### src/rtl/ej32_pkg.sv
// Shared eJ32 definitions: opcode encoding and the operand-length table used by fetch and decode.
package ej32_pkg;

  localparam int unsigned ASZ = 17;
  localparam int unsigned DSZ = 32;

  typedef enum logic [7:0] {
    nop             = 8'h00,
    iconst_1        = 8'h04,
    bipush          = 8'h10,
    sipush          = 8'h11,
    ldc             = 8'h12,
    ldc_w           = 8'h13,
    ldc2_w          = 8'h14,
    iload           = 8'h15,
    aload           = 8'h19,
    istore          = 8'h36,
    astore          = 8'h3a,
    iadd            = 8'h60,
    iinc            = 8'h84,
    ifeq            = 8'h99,
    jsr             = 8'ha8,
    ret             = 8'ha9,
    tableswitch     = 8'haa,
    lookupswitch    = 8'hab,
    getstatic       = 8'hb2,
    invokestatic    = 8'hb8,
    invokeinterface = 8'hb9,
    invokedynamic   = 8'hba,
    jnew            = 8'hbb,
    newarray        = 8'hbc,
    anewarray       = 8'hbd,
    checkcast       = 8'hc0,
    instanceof      = 8'hc1,
    wide            = 8'hc4,
    multianewarray  = 8'hc5,
    ifnull          = 8'hc6,
    ifnonnull       = 8'hc7,
    goto_w          = 8'hc8,
    jsr_w           = 8'hc9,
    donext          = 8'hca,
    ldi             = 8'hcb,
    op_err          = 8'hff
  } opcode_t;

  typedef struct packed {
    logic       err;
    logic [2:0] n;
  } nargs_t;

  // Operand byte count depends on the opcode alone; variable-length forms are flagged.
  function automatic nargs_t opc_nargs(opcode_t op);
    nargs_t r;
    r.err = 1'b0;
    r.n   = 3'd0;
    case (op) inside
      bipush, ldc, [iload:aload], [istore:astore], ret, newarray: r.n = 3'd1;
      sipush, ldc_w, ldc2_w, iinc, [ifeq:jsr], [getstatic:invokestatic], jnew, anewarray,
      checkcast, instanceof, ifnull, ifnonnull, donext: r.n = 3'd2;
      multianewarray: r.n = 3'd3;
      invokeinterface, invokedynamic, goto_w, jsr_w, ldi: r.n = 3'd4;
      tableswitch, lookupswitch, wide, op_err: r.err = 1'b1;
      default: r.n = 3'd0;
    endcase
    return r;
  endfunction

endpackage

### src/rtl/ej32_fifo.sv
// Byte-wide prefetch FIFO with synchronous reset and flush; flush overrides push and pop.
module ej32_fifo #(
  parameter int unsigned QD = 4,
  localparam int unsigned AW = $clog2(QD),
  localparam int unsigned CW = AW + 1
) (
  input  logic          clk,
  input  logic          rst,
  input  logic          flush,
  input  logic          push,
  input  logic [7:0]    din,
  input  logic          pop,
  output logic [7:0]    dout,
  output logic [CW-1:0] count,
  output logic          empty
);

  logic [7:0]    mem [QD];
  logic [AW-1:0] wp_q, rp_q;
  logic [CW-1:0] cnt_q;
  logic          do_push, do_pop;

  always_comb begin
    do_push = push & (cnt_q != CW'(QD));
    do_pop  = pop & (cnt_q != '0);
    dout    = mem[rp_q];
    count   = cnt_q;
    empty   = (cnt_q == '0);
  end

  always_ff @(posedge clk) begin
    if (rst || flush) begin
      wp_q  <= '0;
      rp_q  <= '0;
      cnt_q <= '0;
    end else begin
      if (do_push) wp_q <= wp_q + AW'(1);
      if (do_pop)  rp_q <= rp_q + AW'(1);
      case ({do_push, do_pop})
        2'b10:   cnt_q <= cnt_q + CW'(1);
        2'b01:   cnt_q <= cnt_q - CW'(1);
        default: cnt_q <= cnt_q;
      endcase
    end
  end

  always_ff @(posedge clk) begin
    if (do_push && !flush && !rst) mem[wp_q] <= din;
  end

endmodule

### src/rtl/ej32_fetch.sv
// eJ32 bytecode fetch: prefetches program bytes into a small FIFO and assembles opcode+operand
// instructions for the core over a valid/ready handshake; jmp_v flushes and redirects.
module ej32_fetch
  import ej32_pkg::opcode_t;
  import ej32_pkg::nargs_t;
  import ej32_pkg::opc_nargs;
  import ej32_pkg::nop;
#(
  parameter int unsigned    ASZ    = ej32_pkg::ASZ,
  parameter int unsigned    DSZ    = ej32_pkg::DSZ,
  parameter int unsigned    QD     = 4,
  parameter logic [ASZ-1:0] RST_PC = '0
) (
  input  logic           clk,
  input  logic           rst,
  input  logic           jmp_v,
  input  logic [ASZ-1:0] jmp_a,
  output logic           mem_en,
  output logic [ASZ-1:0] mem_a,
  input  logic [7:0]     mem_d,
  output logic           out_v,
  input  logic           out_rdy,
  output opcode_t        out_op,
  output logic [DSZ-1:0] out_arg,
  output logic [2:0]     out_len,
  output logic [ASZ-1:0] out_pc,
  output logic           out_err
);

  localparam int unsigned CW = $clog2(QD) + 1;

  typedef enum logic [1:0] {StOp, StArg, StOut} state_e;

  state_e         state_q, state_d;
  logic [ASZ-1:0] fa_q, fa_d;
  logic [ASZ-1:0] rd_pc_q, rd_pc_d;
  logic           inflight_q, inflight_d;
  opcode_t        op_q, op_d;
  logic [DSZ-1:0] arg_q, arg_d;
  logic [2:0]     len_q, len_d;
  logic [2:0]     k_q, k_d;
  logic [ASZ-1:0] pc_q, pc_d;
  logic           err_q, err_d;

  logic           fifo_push, fifo_pop, fifo_flush, fifo_empty;
  logic [7:0]     fifo_dout;
  logic [CW-1:0]  fifo_cnt;
  logic [CW:0]    occ;
  logic           load_op;
  nargs_t         nargs;

  ej32_fifo #(
    .QD(QD)
  ) u_fifo (
    .clk   (clk),
    .rst   (rst),
    .flush (fifo_flush),
    .push  (fifo_push),
    .din   (mem_d),
    .pop   (fifo_pop),
    .dout  (fifo_dout),
    .count (fifo_cnt),
    .empty (fifo_empty)
  );

  // Fetcher: keep buffered plus in-flight bytes within the FIFO depth.
  always_comb begin
    occ        = {1'b0, fifo_cnt} + (CW+1)'(inflight_q);
    mem_en     = ~rst & (occ < (CW+1)'(QD));
    fa_d       = mem_en ? fa_q + ASZ'(1) : fa_q;
    inflight_d = mem_en;
    fifo_push  = inflight_q & ~jmp_v;
    fifo_flush = jmp_v;
    if (jmp_v) begin
      fa_d       = jmp_a;
      inflight_d = 1'b0;
    end
  end

  always_comb begin
    state_d  = state_q;
    op_d     = op_q;
    arg_d    = arg_q;
    len_d    = len_q;
    k_d      = k_q;
    pc_d     = pc_q;
    err_d    = err_q;
    rd_pc_d  = rd_pc_q;
    fifo_pop = 1'b0;
    load_op  = 1'b0;
    nargs    = opc_nargs(opcode_t'(fifo_dout));

    if (jmp_v) begin
      // A handshake coinciding with the redirect is simply allowed to complete.
      state_d = StOp;
      rd_pc_d = jmp_a;
    end else begin
      case (state_q)
        StOp: load_op = ~fifo_empty;
        StArg: begin
          if (!fifo_empty) begin
            fifo_pop = 1'b1;
            arg_d    = {arg_q[DSZ-9:0], fifo_dout};
            k_d      = k_q - 3'd1;
            if (k_q == 3'd1) state_d = StOut;
          end
        end
        StOut: begin
          if (out_rdy) begin
            if (!fifo_empty) load_op = 1'b1;
            else             state_d = StOp;
          end
        end
        default: state_d = StOp;
      endcase

      if (load_op) begin
        fifo_pop = 1'b1;
        op_d     = opcode_t'(fifo_dout);
        pc_d     = rd_pc_q;
        arg_d    = '0;
        err_d    = nargs.err;
        k_d      = nargs.n;
        len_d    = nargs.n + 3'd1;
        state_d  = (nargs.n == 3'd0) ? StOut : StArg;
      end
      if (fifo_pop) rd_pc_d = rd_pc_q + ASZ'(1);
    end
  end

  always_ff @(posedge clk) begin
    if (rst) begin
      state_q    <= StOp;
      fa_q       <= RST_PC;
      rd_pc_q    <= RST_PC;
      inflight_q <= 1'b0;
      op_q       <= nop;
      arg_q      <= '0;
      len_q      <= 3'd1;
      k_q        <= 3'd0;
      pc_q       <= RST_PC;
      err_q      <= 1'b0;
    end else begin
      state_q    <= state_d;
      fa_q       <= fa_d;
      rd_pc_q    <= rd_pc_d;
      inflight_q <= inflight_d;
      op_q       <= op_d;
      arg_q      <= arg_d;
      len_q      <= len_d;
      k_q        <= k_d;
      pc_q       <= pc_d;
      err_q      <= err_d;
    end
  end

  always_comb begin
    mem_a   = fa_q;
    out_v   = (state_q == StOut);
    out_op  = op_q;
    out_arg = arg_q;
    out_len = len_q;
    out_pc  = pc_q;
    out_err = err_q;
  end

endmodule

### config.mk
export PLATFORM = sky130hd
export DESIGN_NAME = ej32_fetch
export DESIGN_NICKNAME = d
export VERILOG_FILES = /design/src/rtl/ej32_pkg.sv /design/src/rtl/ej32_fifo.sv /design/src/rtl/ej32_fetch.sv
export SDC_FILE = /design/constraint.sdc
export NUM_CORES = 1
export LEC_CHECK = 0
export ABC_AREA = 1
export CORE_MARGIN = 3
export CORE_UTILIZATION = 45
export DETAILED_ROUTE_END_ITERATION = 10
export GPL_TIMING_DRIVEN = 0
export PLACE_DENSITY = 0.67
export SLEW_MARGIN = 20
export SYNTH_ARGS = -nofsm -noshare
export SYNTH_HDL_FRONTEND = slang
export SYNTH_SLANG_ARGS = --single-unit
### constraint.sdc
create_clock -name clk -period 3.69 [get_ports clk]
set_input_delay 1.107 -clock clk [delete_from_list [all_inputs] [get_ports clk]]
set_output_delay 1.107 -clock clk [all_outputs]
set_load 0.01 [all_outputs]
==> flow_summary.ini, run 1 <==
[cells_and_area]
drive_gt1_frac = 0.1150
antenna_cells = 0
syn2layout_area_growth_pct = 29.06
final_cell_mix = 195 x nand2_1, 110 x dfxtp_1, 106 x clkdlybuf4s50_1
final_common_cell = nand2_1
nNetsFinal = 1011

[cts]
clockRootBuffer = clkbuf_16
h-tree-depth = 4
clockBufferDepth = 2
cts_sinks = 142
cts_tree = yes
numCtsBuffers = 17
clk_latency_ns = 0.42
path_clk_slew_ns = 0.06

[drt]
remaining_drc_errors = 0
drt_first_pass_iters = 5
drt_iter0_drc = 511
wirelength_mm = 18.11
avgRoutedWirePerCell_um = 15.58
vias_per_cell = 5.290
antenna_left = 0
dr_total_vias = 6152

[yosys]
synth_ff_type = dfxtp_1
ys_seq_area_frac = 0.4733
synth-edff-count = 32
syn_inst = 842
ys_warn_count = 0
synth_fp_nets = 883
synth.cell_area_um2 = 6683
ys_async_sr_fraction = 0
ys_types = 46
syn-mean-instance-area_um2 = 7.937
ys_seq_elements = 142

[grt]
met3_usage = 0.04583
grt-busiest-layer = met2
grt_pass1_vias = 5619
grt_overflow = 0
grtUsageMet2 = 0.3398
antenna_found_initial = 0
grt_pass1_wl_mm = 28.91
grt_max_degree = 17
grt_usage = 0.2234
gr-usage-met1 = 0.3173

[worst_setup_path]
timing_worst_setup_path_type = input pin to output port
worstSetupStartpointType = input pin
cpMostUsedCell = inv_1
path_buf_inv = 5
worst_ep_arrival_time_ns = 2.45
crit_cells = 6
cpMaxStageDelayCell = clkdlybuf4s50_1
rr_worst_depth = 14
worst_ep_required_time_ns = 2.58
cp_top_family = buffers and inverters
end_kind = output port
critPathMaxStageDelay_ns = 0.55
worstPathCellList = buf_2 > inv_1 > nand3_2 > inv_1 > clkbuf_4 > clkdlybuf4s50_1
cp_max_fo = 10

[timing]
maxSlewViolCount = 0
fin_worst_skew_ns = 0.005833
setup_violations = 0
setup_tns_ns = 0
whs_ns = 0.4626
period_minus_slack_ns = 3.554
slew_headroom = 0.4694
worstMarginPinSlew_ns = 0.7930
finalHoldViolations = 0
finalCritPeriodShare = 0.9632
fmax_mhz = 281.3

[floorplanning]
dieWidth_um = 127.9
core_region_area_um2 = 14200
rows = 43
start_util = 0.4705
ios = 109
die_h_um = 127.9
dieArea_um2 = 16350

[power_and_ir_drop]
powerDensity_nw_per_um2 = 425.4
ir_drop_mv = 0.5650
leakage_uw = 0.003253

[worst_hold_path]
hp-class = flop to flop
hold_depth = 2

[flow_run]
maxCapViolCount = 0

[place]
place_congestion = 0.9079
portBuffers = 106
dp_hpwl_mm = 13.40

[run_status]
status = complete, no violations
worst min-delay path, stage by stage (launching register included):
cell and delay, ns:
dfxtp_1 0.31, nand2_1 0.06, a21oi_1 0.05
synth_stat cells (4+ instances only):
master      n  area, um2
xor2_1     10      87.58
o21ai_1     8      40.04
nand4_1    12      75.07
ha_1       11      137.6
a21oi_1    84      420.4
buf_4       6      45.04
inv_2       7      26.28
inv_1      64      240.2
clkbuf_1   16      60.06
o211ai_1    5      37.54
a31oi_1    16      100.1
buf_2       8      40.04
nand2_2    18      112.6
nor2_2      8      50.05
nand3_2     6      60.06
buf_1       4      15.01
nor2_1     55      206.5
nand3_1    72      360.4
xnor2_1     5      43.79
nand2_1   195      732.0
dfxtp_1   110       2202
o21ai_0    51      255.2
edfxtp_1   32      960.9
path summary, 6_finish.rpt:
| kind | startpoint | endpoint | slack [ns] |
|---|---|---|---|
| max | rst | mem_en | 0.14 |
| min | out_arg[25] | out_arg[25] | 0.46 |
| max reg2reg | u_fifo.count[1] | u_fifo.count[2] | 1.00 |
| min reg2reg | out_arg[25] | out_arg[25] | 0.46 |
metal layers:
metal  vias up  part of all wire
li1       3079                 -
met1      2850              0.48
met2       197              0.44
met3        26             0.056
met4         0             0.020
met5         -                 0
final cells by class:
| type | instances | area, um2 |
|---|---|---|
| fill | 1295 | 5579 |
| sequential | 142 | 3163 |
| multi-input combinational | 589 | 3049 |
| timing repair buffer | 109 | 1084 |
| clock buffer | 17 | 425.4 |
| inverter | 74 | 282.8 |
| tap | 180 | 225.2 |
| buffer | 37 | 200.2 |
| clock inverter | 15 | 195.2 |
repair_timing:
item	CTS	global route
cloned	0	0
hold endpoints to repair	0	0
hold buffers	0	0
setup buffers	1	2
gates resized for setup	1	2
pin swaps	1	1
endpoints found under the setup margin	1	2
stage by stage:
step                      worst slack (ns)  power, uW  instances  utilization  instance area [um2]
after global routing              -0.02305       3789       1163       0.6072                 8625
after detailed placement           -0.5188       1909       1128       0.5610                 7969
after CTS                          0.04052       3684       1161       0.6056                 8602
after floorplan                     0.5716       1795        842            -                 6683
after global placement             -0.4309       1908       1128       0.5610                 7969
final                               0.1356       3669       1163       0.6072                 8625
sequential cells by signal (all words and copies together) (netlist names), 2 cells and up, named ones only:
signal        flops
out_arg          32
u_fifo.mem       32
mem_a            17
out_pc           17
rd_pc_q          17
out_op            8
k_q               3
out_len           3
u_fifo.count      3
state_q           2
u_fifo.rp_q       2
u_fifo.wp_q       2
power by group:
group	total [uW]	switching [uW]	internal (uW)
clock network	1790	664	1120
registers	1650	31.8	1620
logic	229	131	97.9
total	3670	827	2840
kinds of logic after synthesis:
family                   Yosys count  synth area share
AO/OA/AOI/OAI                    173            0.1387
XOR/XNOR                          15           0.01966
AND/OR/NAND/NOR                  389            0.2728
flip-flops                       142            0.4733
adder cells (fa/ha/maj)           12           0.02359
buffers and inverters            111           0.07190
Power figures use the tool's default switching activity.
==> inputs of run 2 (changes only) <==
--- a/config.mk
+++ b/config.mk
@@ -15,3 +15,4 @@
 export SYNTH_ARGS = -nofsm -noshare
 export SYNTH_HDL_FRONTEND = slang
 export SYNTH_SLANG_ARGS = --single-unit
+export TNS_END_PERCENT = 20
==> results of run 2 <==
Final layout, timing and power as in run 1 (identical DEF).
==> inputs of run 3 (changes only) <==
--- a/config.mk
+++ b/config.mk
@@ -6,7 +6,7 @@
 export NUM_CORES = 1
 export LEC_CHECK = 0
 export ABC_AREA = 1
-export CORE_MARGIN = 3
+export CORE_MARGIN = 1.5
 export CORE_UTILIZATION = 45
 export DETAILED_ROUTE_END_ITERATION = 10
 export GPL_TIMING_DRIVEN = 0
==> run 3 against run 2 <==
Net effect: register-to-register slack better by 0.05 ns; count of clock-buffer cells in the layout is 1 higher; die area is 4.6% lower; core utilization is 1.7 points lower; combinational power hardly changed; power is 2.9% lower; first-iteration DRC count is 16% lower; highest routed layer unchanged.
==> flow_summary.ini, run 3 (synthesized netlist as in run 1, its figures left out) <==
[run_status]
status = complete, no violations

[grt]
grt_max_degree = 17
grt_pass1_vias = 5467
grt_usage = 0.2324
grt_overflow = 0
grt_pass1_wl_mm = 28.59
antenna_found_initial = 0

[cells_and_area]
antenna_cells = 0
drive_gt1_frac = 0.1121
postLayoutCoreUtil = 0.5899
final_common_cell = nand2_1
syn2layout_area_growth_pct = 28.29
nNetsFinal = 1009
final_cell_mix = 195 x nand2_1, 110 x dfxtp_1, 106 x clkdlybuf4s50_1
fin_cells = 1165
nFillCells = 1395

[cts]
clockBufferDepth = 2
cts_tree = yes
path_clk_slew_ns = 0.06
clockRootBuffer = clkbuf_16
numCtsBuffers = 17
h-tree-depth = 4
clk_latency_ns = 0.42
cts_sinks = 142

[flow_run]
maxCapViolCount = 0

[timing]
finalHoldViolations = 0
fmax_mhz = 280.1
finalCritPeriodShare = 0.9674
worstMarginPinSlew_ns = 0.8395
maxSlewViolCount = 0
period_minus_slack_ns = 3.570
fin_worst_skew_ns = 0.005448
setup_violations = 0
slew_headroom = 0.4383
rsz0062_at_grt = false
setup_tns_ns = 0

[power_and_ir_drop]
powerDensity_nw_per_um2 = 415.3
ir_drop_mv = 0.4696
leakage_uw = 0.003233

[worst_setup_path]
end_kind = output port
worstSetupStartpointType = input pin
worst_ep_required_time_ns = 2.58
cpMostUsedCell = inv_1
worst_ep_arrival_time_ns = 2.46
critPathMaxStageDelay_ns = 0.55
worstPathCellList = buf_2 > inv_1 > nand3_1 > inv_1 > clkbuf_4 > clkdlybuf4s50_1
cpMaxStageDelayCell = clkdlybuf4s50_1
cp_max_fo = 10
timing_worst_setup_path_type = input pin to output port

[drt]
remaining_drc_errors = 0
drt_first_pass_iters = 5
vias_per_cell = 5.188
drt_iter0_drc = 430
antenna_left = 0
wirelength_mm = 17.77
avgRoutedWirePerCell_um = 15.25
dr_total_vias = 6044

[floorplanning]
dieWidth_um = 124.9
start_util = 0.4598
ios = 109
rows = 44
die_h_um = 124.9
dieArea_um2 = 15590
core_region_area_um2 = 14530

[place]
dpl.cell_count = 1132
place_congestion = 0.8629
dp_hpwl_mm = 13.06
portBuffers = 106

[worst_hold_path]
hp-class = flop to flop
[run 3: cell types whose count changed in the layout (fill, tap and decap cells not counted), sizes merged]
| cell | previous run | this run |
|---|---|---|
| clkinvlp | 9 | 6 |
| bufinv | 4 | 2 |
| inv | 73 | 74 |
| clkinv | 3 | 6 |
| buf | 23 | 21 |
| clkbuf | 34 | 35 |
[run 3: what timing repair did]
| item | 4_1_cts | 5_1_grt |
|---|---|---|
| buffers inserted | 0 | 1 |
| resized for setup | 0 | 3 |
| endpoints found under the setup margin | 0 | 3 |
| hold endpoints to repair | 0 | 0 |
| hold buffers | 0 | 0 |
[run 3: path summary, 6_finish.rpt]
kind                      to  depth (start not counted)             from  slack [ns]
min              out_arg[26]                          2      out_arg[26]        0.47
min reg2reg      out_arg[26]                          2      out_arg[26]        0.47
max                   mem_en                          6              rst        0.12
max reg2reg  u_fifo.count[2]                         14  u_fifo.count[1]        1.05
[run 3: area by class of cell]
cell class | count | area, um2 | share of cell area
inverters | 74 | 285.3 | 0.03328
well taps | 184 | 230.2 | 0.02685
multi-input cells | 589 | 3044 | 0.3551
flip-flops and latches | 142 | 3163 | 0.3689
plain buffers | 37 | 200.2 | 0.02335
clock inverters | 14 | 142.6 | 0.01664
clock buffers | 18 | 439.2 | 0.05123
repair buffers | 107 | 1069 | 0.1246
[run 3: metal layers]
layer | vias up | wire, um | GRT usage
li1 | 3082 | - | -
met1 | 2749 | 8316 | 0.3103
met2 | 179 | 7983 | 0.3620
met3 | 34 | 1021 | 0.05713
met4 | 0 | 448 | 0.09358
met5 | - | 0 | 0
[run 3: worst max-delay path: cells and delay by family]
kind	cells	cell delay (ns)
simple gates	1	0.18
buf+inv	5	1.17
[run 3: stage by stage]
step / setup WS [ns] / hold slack [ns] / instance area [um2] / total power [uW]
global route: 0.01079 / 0.4948 / 8573 / 3679
detailed placement: -0.4266 / 0.4580 / 7974 / 1910
global placement: -0.3957 / 0.4531 / 7974 / 1908
CTS: 0.01781 / 0.4674 / 8556 / 3580
floorplan: 0.5716 / 0.4565 / 6683 / 1795
finish: 0.1202 / 0.4657 / 8573 / 3561
[run 3: power by group]
part	leakage, uW	total (uW)	switching [uW]	internal [uW]
Combinational	0.00178	229	131	97.3
Clock	0.000271	1680	672	1010
Sequential	0.00118	1650	31.2	1620
